## config.mk

```make
export PLATFORM = sky130hd
export DESIGN_NAME = hazard_ctrl_sb
export DESIGN_NICKNAME = d
export VERILOG_FILES = /design/src/rtl/hazard_ctrl_sb.sv
export SDC_FILE = /design/constraint.sdc
export NUM_CORES = 1
export LEC_CHECK = 0
export CORE_MARGIN = 2
export CORE_UTILIZATION = 42
export DETAILED_ROUTE_END_ITERATION = 10
export PLACE_DENSITY = 0.84
export SYNTH_ARGS = -nofsm -noshare
export SYNTH_HDL_FRONTEND = slang
export SYNTH_SLANG_ARGS = --single-unit
```

## constraint.sdc

```tcl
create_clock -name clk -period 4 [get_ports clk]
set_input_delay 0.8 -clock clk [delete_from_list [all_inputs] [get_ports clk]]
set_output_delay 0.8 -clock clk [all_outputs]
set_load 0.03 [all_outputs]
```

## src/rtl/hazard_ctrl_sb.sv

```systemverilog
// Pipeline hazard controller: M/W forwarding, load-use interlock, redirect flush and a
// one-entry mul/div scoreboard with watchdog. Define HAZARD_PERF_EN for stall/flush counters.
module hazard_ctrl_sb #(
  parameter int AW         = 5,
  parameter int MD_TIMEOUT = 64,
  parameter int CNT_W      = 32
) (
  input  logic          clk,
  input  logic          rst,
  input  logic [AW-1:0] rs1D,
  input  logic [AW-1:0] rs2D,
  input  logic [AW-1:0] rdD,
  input  logic          regwriteD,
  input  logic          mdopD,
  input  logic [AW-1:0] rs1E,
  input  logic [AW-1:0] rs2E,
  input  logic [AW-1:0] rdE,
  input  logic          memreadE,
  input  logic          mdstartE,
  input  logic          jumpE,
  input  logic          flagE,
  input  logic [AW-1:0] rdM,
  input  logic          regwriteM,
  input  logic [AW-1:0] rdW,
  input  logic          regwriteW,
  input  logic          md_doneW,
  output logic [1:0]    forwardaE,
  output logic [1:0]    forwardbE,
  output logic          stallF,
  output logic          stallD,
  output logic          flushD,
  output logic          flushE,
  output logic          md_busy,
  output logic [AW-1:0] md_rd,
  output logic          md_timeout
`ifdef HAZARD_PERF_EN
  ,
  output logic [CNT_W-1:0] stall_cnt,
  output logic [CNT_W-1:0] flush_cnt
`endif
);

  localparam int CW = $clog2(MD_TIMEOUT + 1);

  logic [1:0][AW-1:0] rs_e;
  logic [1:0][1:0]    fwd;

  logic          busy_reg, busy_next;
  logic [AW-1:0] rd_reg, rd_next;
  logic [CW-1:0] cnt_reg, cnt_next;
  logic          timeout_reg, timeout_next;

  logic lu, sb, redirect;

  assign rs_e = {rs2E, rs1E};

  // M beats W; x0 is never forwarded
  generate
    for (genvar gi = 0; gi < 2; gi++) begin : g_fwd
      assign fwd[gi] = (rs_e[gi] != '0 && regwriteM && rs_e[gi] == rdM) ? 2'b10 :
                       (rs_e[gi] != '0 && regwriteW && rs_e[gi] == rdW) ? 2'b01 : 2'b00;
    end
  endgenerate

  assign forwardaE = fwd[0];
  assign forwardbE = fwd[1];

  assign lu = memreadE && (rdE != '0) && (rdE == rs1D || rdE == rs2D);

  // done cycle releases immediately: the write-first regfile hands D the new value
  assign sb = busy_reg && !md_doneW &&
              (mdopD ||
               ((rd_reg != '0) &&
                (rs1D == rd_reg || rs2D == rd_reg || (regwriteD && rdD == rd_reg))));

  assign redirect = jumpE || flagE;

  assign stallF = (lu || sb) && !redirect;
  assign stallD = stallF;
  assign flushD = redirect;
  assign flushE = redirect || lu || sb;

  assign md_busy    = busy_reg;
  assign md_rd      = rd_reg;
  assign md_timeout = timeout_reg;

  always_comb begin
    busy_next    = busy_reg;
    rd_next      = rd_reg;
    cnt_next     = cnt_reg;
    timeout_next = 1'b0;
    if (mdstartE) begin
      busy_next = 1'b1;
      rd_next   = rdE;
      cnt_next  = '0;
    end else if (md_doneW) begin
      busy_next = 1'b0;
    end else if (busy_reg) begin
      if (cnt_reg == CW'(MD_TIMEOUT - 1)) begin
        busy_next    = 1'b0;
        timeout_next = 1'b1;
      end else if (cnt_reg != '1) begin
        cnt_next = cnt_reg + 1'b1;
      end
    end
  end

  always_ff @(posedge clk or posedge rst) begin
    if (rst) begin
      busy_reg    <= 1'b0;
      rd_reg      <= '0;
      cnt_reg     <= '0;
      timeout_reg <= 1'b0;
    end else begin
      busy_reg    <= busy_next;
      rd_reg      <= rd_next;
      cnt_reg     <= cnt_next;
      timeout_reg <= timeout_next;
    end
  end

`ifdef HAZARD_PERF_EN
  logic [CNT_W-1:0] stall_cnt_reg, flush_cnt_reg;

  always_ff @(posedge clk or posedge rst) begin
    if (rst) begin
      stall_cnt_reg <= '0;
      flush_cnt_reg <= '0;
    end else begin
      if (stallD && stall_cnt_reg != '1) stall_cnt_reg <= stall_cnt_reg + 1'b1;
      if (flushD && flush_cnt_reg != '1) flush_cnt_reg <= flush_cnt_reg + 1'b1;
    end
  end

  assign stall_cnt = stall_cnt_reg;
  assign flush_cnt = flush_cnt_reg;
`endif

endmodule
```

==> impl_metrics.toml <==
[synthesis]
synth-seq-cells = 14
synth_area_um2 = 1200
async_reset_ff_share_pct = 100
syn_avg_cell_area_um2 = 9.37
ys_types = 29
syn_inst = 128
synth_enable_flop_cells = 0
yosys_warnings = 0
synth_fp_nets = 180
seq_area_frac_synth_pct = 29.2
synthFlopType = "dfrtp_1"

[cts]
htreeDepth = 1
cts_buffers = 3
cts_buffer_depth = 2
cts-hold-fix-buffers = 0
clkLatencyLatePin_ns = 0.28
post_cts_buffers = 0
clock-root-buffer = "clkbuf_4"
clkSlewWorstSetupHoldPaths_ns = 0.07
cts_tree = "yes"
ctsResizeCount = 0
cts_sinks = 14

[worst_setup_path]
crit_path_start_kind = "primary input"
end_kind = "primary output"
crit_fanout = 3
r2r_start = "cnt_reg[0]"
worstPathRequired_ns = 3.20
crit_buf_inv = 2
startpoint = "rs2E[1]"
crit_arrival_ns = 3.07
critPathSlowestCell = "clkdlybuf4s50_1"
cp_cell_sequence = "clkdlybuf4s50_1, or4_1, nor2_1, nor4_1, nor4_1, clkdlybuf4s50_1"
slowest_delay_ns = 0.72
crit_type = "primary input to primary output"
cpLargestDelayFamily = "buffers and inverters"

[place]
place_congestion = 1.04
hpwl_um = 2900
postPlaceCellArea_um2 = 1870
port_buffers = 65

[global_route]
grt_usage_pct = 21.4
antenna_found_initial = 0
grt_max_degree = 15
grt_first_pass_wirelength_um = 5580
first_global_vias = 1243
grt-ovfl-total = 0

[power_and_ir_drop]
leakage_nw = 0.705
swShare_pct = 31.7
power_frac_comb_pct = 42.2
p_total_uw = 418
p_clk_share_pct = 18.7
seq_power_share_pct = 39.1
switchingPower_uw = 133
irDropWorstVdd_mv = 0.210
p_int_uw = 285
power_density_nw_per_um2 = 220

[route]
first_pass_iters = 4
final_antenna_net_count = 0
vias = 1188
dr.first_iter.drc_count = 110
wl_um = 3430
drc_errors = 0
viasPerCell = 5.30
wl_per_cell_um = 15.3

[timing]
finalHoldViolations = 0
fin_setup_tns_ns = 0
worstMarginPinSlew_ns = 0.572
clock_skew_ns = 0.00496
max_freq_ghz = 0.258
timing.final.max_slew_violations = 0
fin_crit_sh_pct = 96.8
post-route-min-period_ns = 3.87
slew_headroom_pct = 61.3
grt_setup_unrepaired = "no"
finalSetupViolCount = 0

[floorplanning]
ios = 66
rows = 19
initial_core_util_pct = 43.9
die_h_um = 57.5
core-area_um2 = 2730
fp.dieArea_um2 = 3300
die_w_um = 57.5

[run]
drv_cap = 0

[worst_hold_path]
min_path_type = "flop to flop"
min-delay-start = "cnt_reg[6]"

[layout]
final-seq-area_um2 = 350
drive_gt1_share_pct = 6.22
multi_input_area_um2 = 827
syn2layout_area_growth_pct = 58.1
largest_reg_flops = 7
diodes = 0
nNetsFinal = 247
fillers = 218
design_area_um2 = 1900

[outcome]
status = "finished, final reports clean"
final timing paths:
check | to | slack (ns) | cells after the start
setup / recovery | forwardbE[0] | 0.13 | 6
setup reg to reg | cnt_reg[5] | 2.29 | 5
hold / removal | md_timeout | 0.47 | 1
max in group asynchronous | cnt_reg[2] | 2.83 | 2
hold reg to reg | md_timeout | 0.47 | 1
min in group asynchronous | md_rd[0] | 0.84 | 2
cells in the mapped netlist (2+ instances only):
| cell | n | area (um2) |
|---|---|---|
| clkbuf_1 | 2 | 7.51 |
| nand4_1 | 7 | 43.8 |
| nand3_1 | 5 | 25.0 |
| xor2_1 | 16 | 140 |
| xnor2_1 | 34 | 298 |
| nand2_1 | 5 | 18.8 |
| or4_1 | 3 | 22.5 |
| nor4_1 | 7 | 43.8 |
| nor3_1 | 3 | 15.0 |
| nor2_1 | 9 | 33.8 |
| mux2_2 | 5 | 56.3 |
| dfrtp_1 | 14 | 350 |
| inv_1 | 2 | 7.51 |
power by group through the flow:
stage / clock network (mW) / logic, mW / registers [mW]
floorplan: 0 / 0.0771 / 0.173
global route: 0.0844 / 0.189 / 0.165
finish: 0.0781 / 0.176 / 0.164
CTS: 0.0791 / 0.177 / 0.164
detailed placement: 0 / 0.177 / 0.166
global placement: 0 / 0.173 / 0.166
routing by layer:
layer  up-vias  wire length, um  GRT usage [%]
li1        583                -              -
met1       560             1410           27.7
met2        42             1760           38.1
met3         3              235           3.17
met4         0               27           3.99
met5         -                0              0
area by class of cell:
cell class | count | share of cell area, %
Tap cell | 31 | 2.04
Sequential cell | 14 | 18.5
Inverter | 2 | 0.396
Timing Repair Buffer | 65 | 34.3
Clock buffer | 3 | 1.19
Multi-Input combinational cell | 109 | 43.6
layout by cell type, fill, tap and decap left out, types with 2 or more instances in the layout:
master and n:
clkdlybuf4s50_1 65, xnor2_1 34, nor4_1 7, xor2_1 16, nand2_1 5, nor2_1 9, dfrtp_1 14, nor3_1 3
nand3_1 5, clkbuf_4 3, nand4_1 7, mux2_2 5, or4_1 3, inv_1 2
stage by stage:
step                utilization [%]  hold WS (ns)  cells  setup slack, ns
floorplan                         -         0.425    128            0.570
global placement               68.6         0.443    221            0.229
detailed placement             68.6         0.460    221            0.156
CTS                            69.4         0.470    224            0.152
global route                   69.4         0.489    224           0.0134
finish                         69.4         0.471    224            0.129
kinds of logic after synthesis:
group | share of synthesized area (%)
xor gates and xnor gates | 36.5
and+or+nand+nor | 22.0
DFF | 29.2
adders and majority gates | 1.04
AOI/OAI and AO/OA | 3.86
muxes | 5.53
buffers and inverters | 1.88
Power figures use the tool's default switching activity.
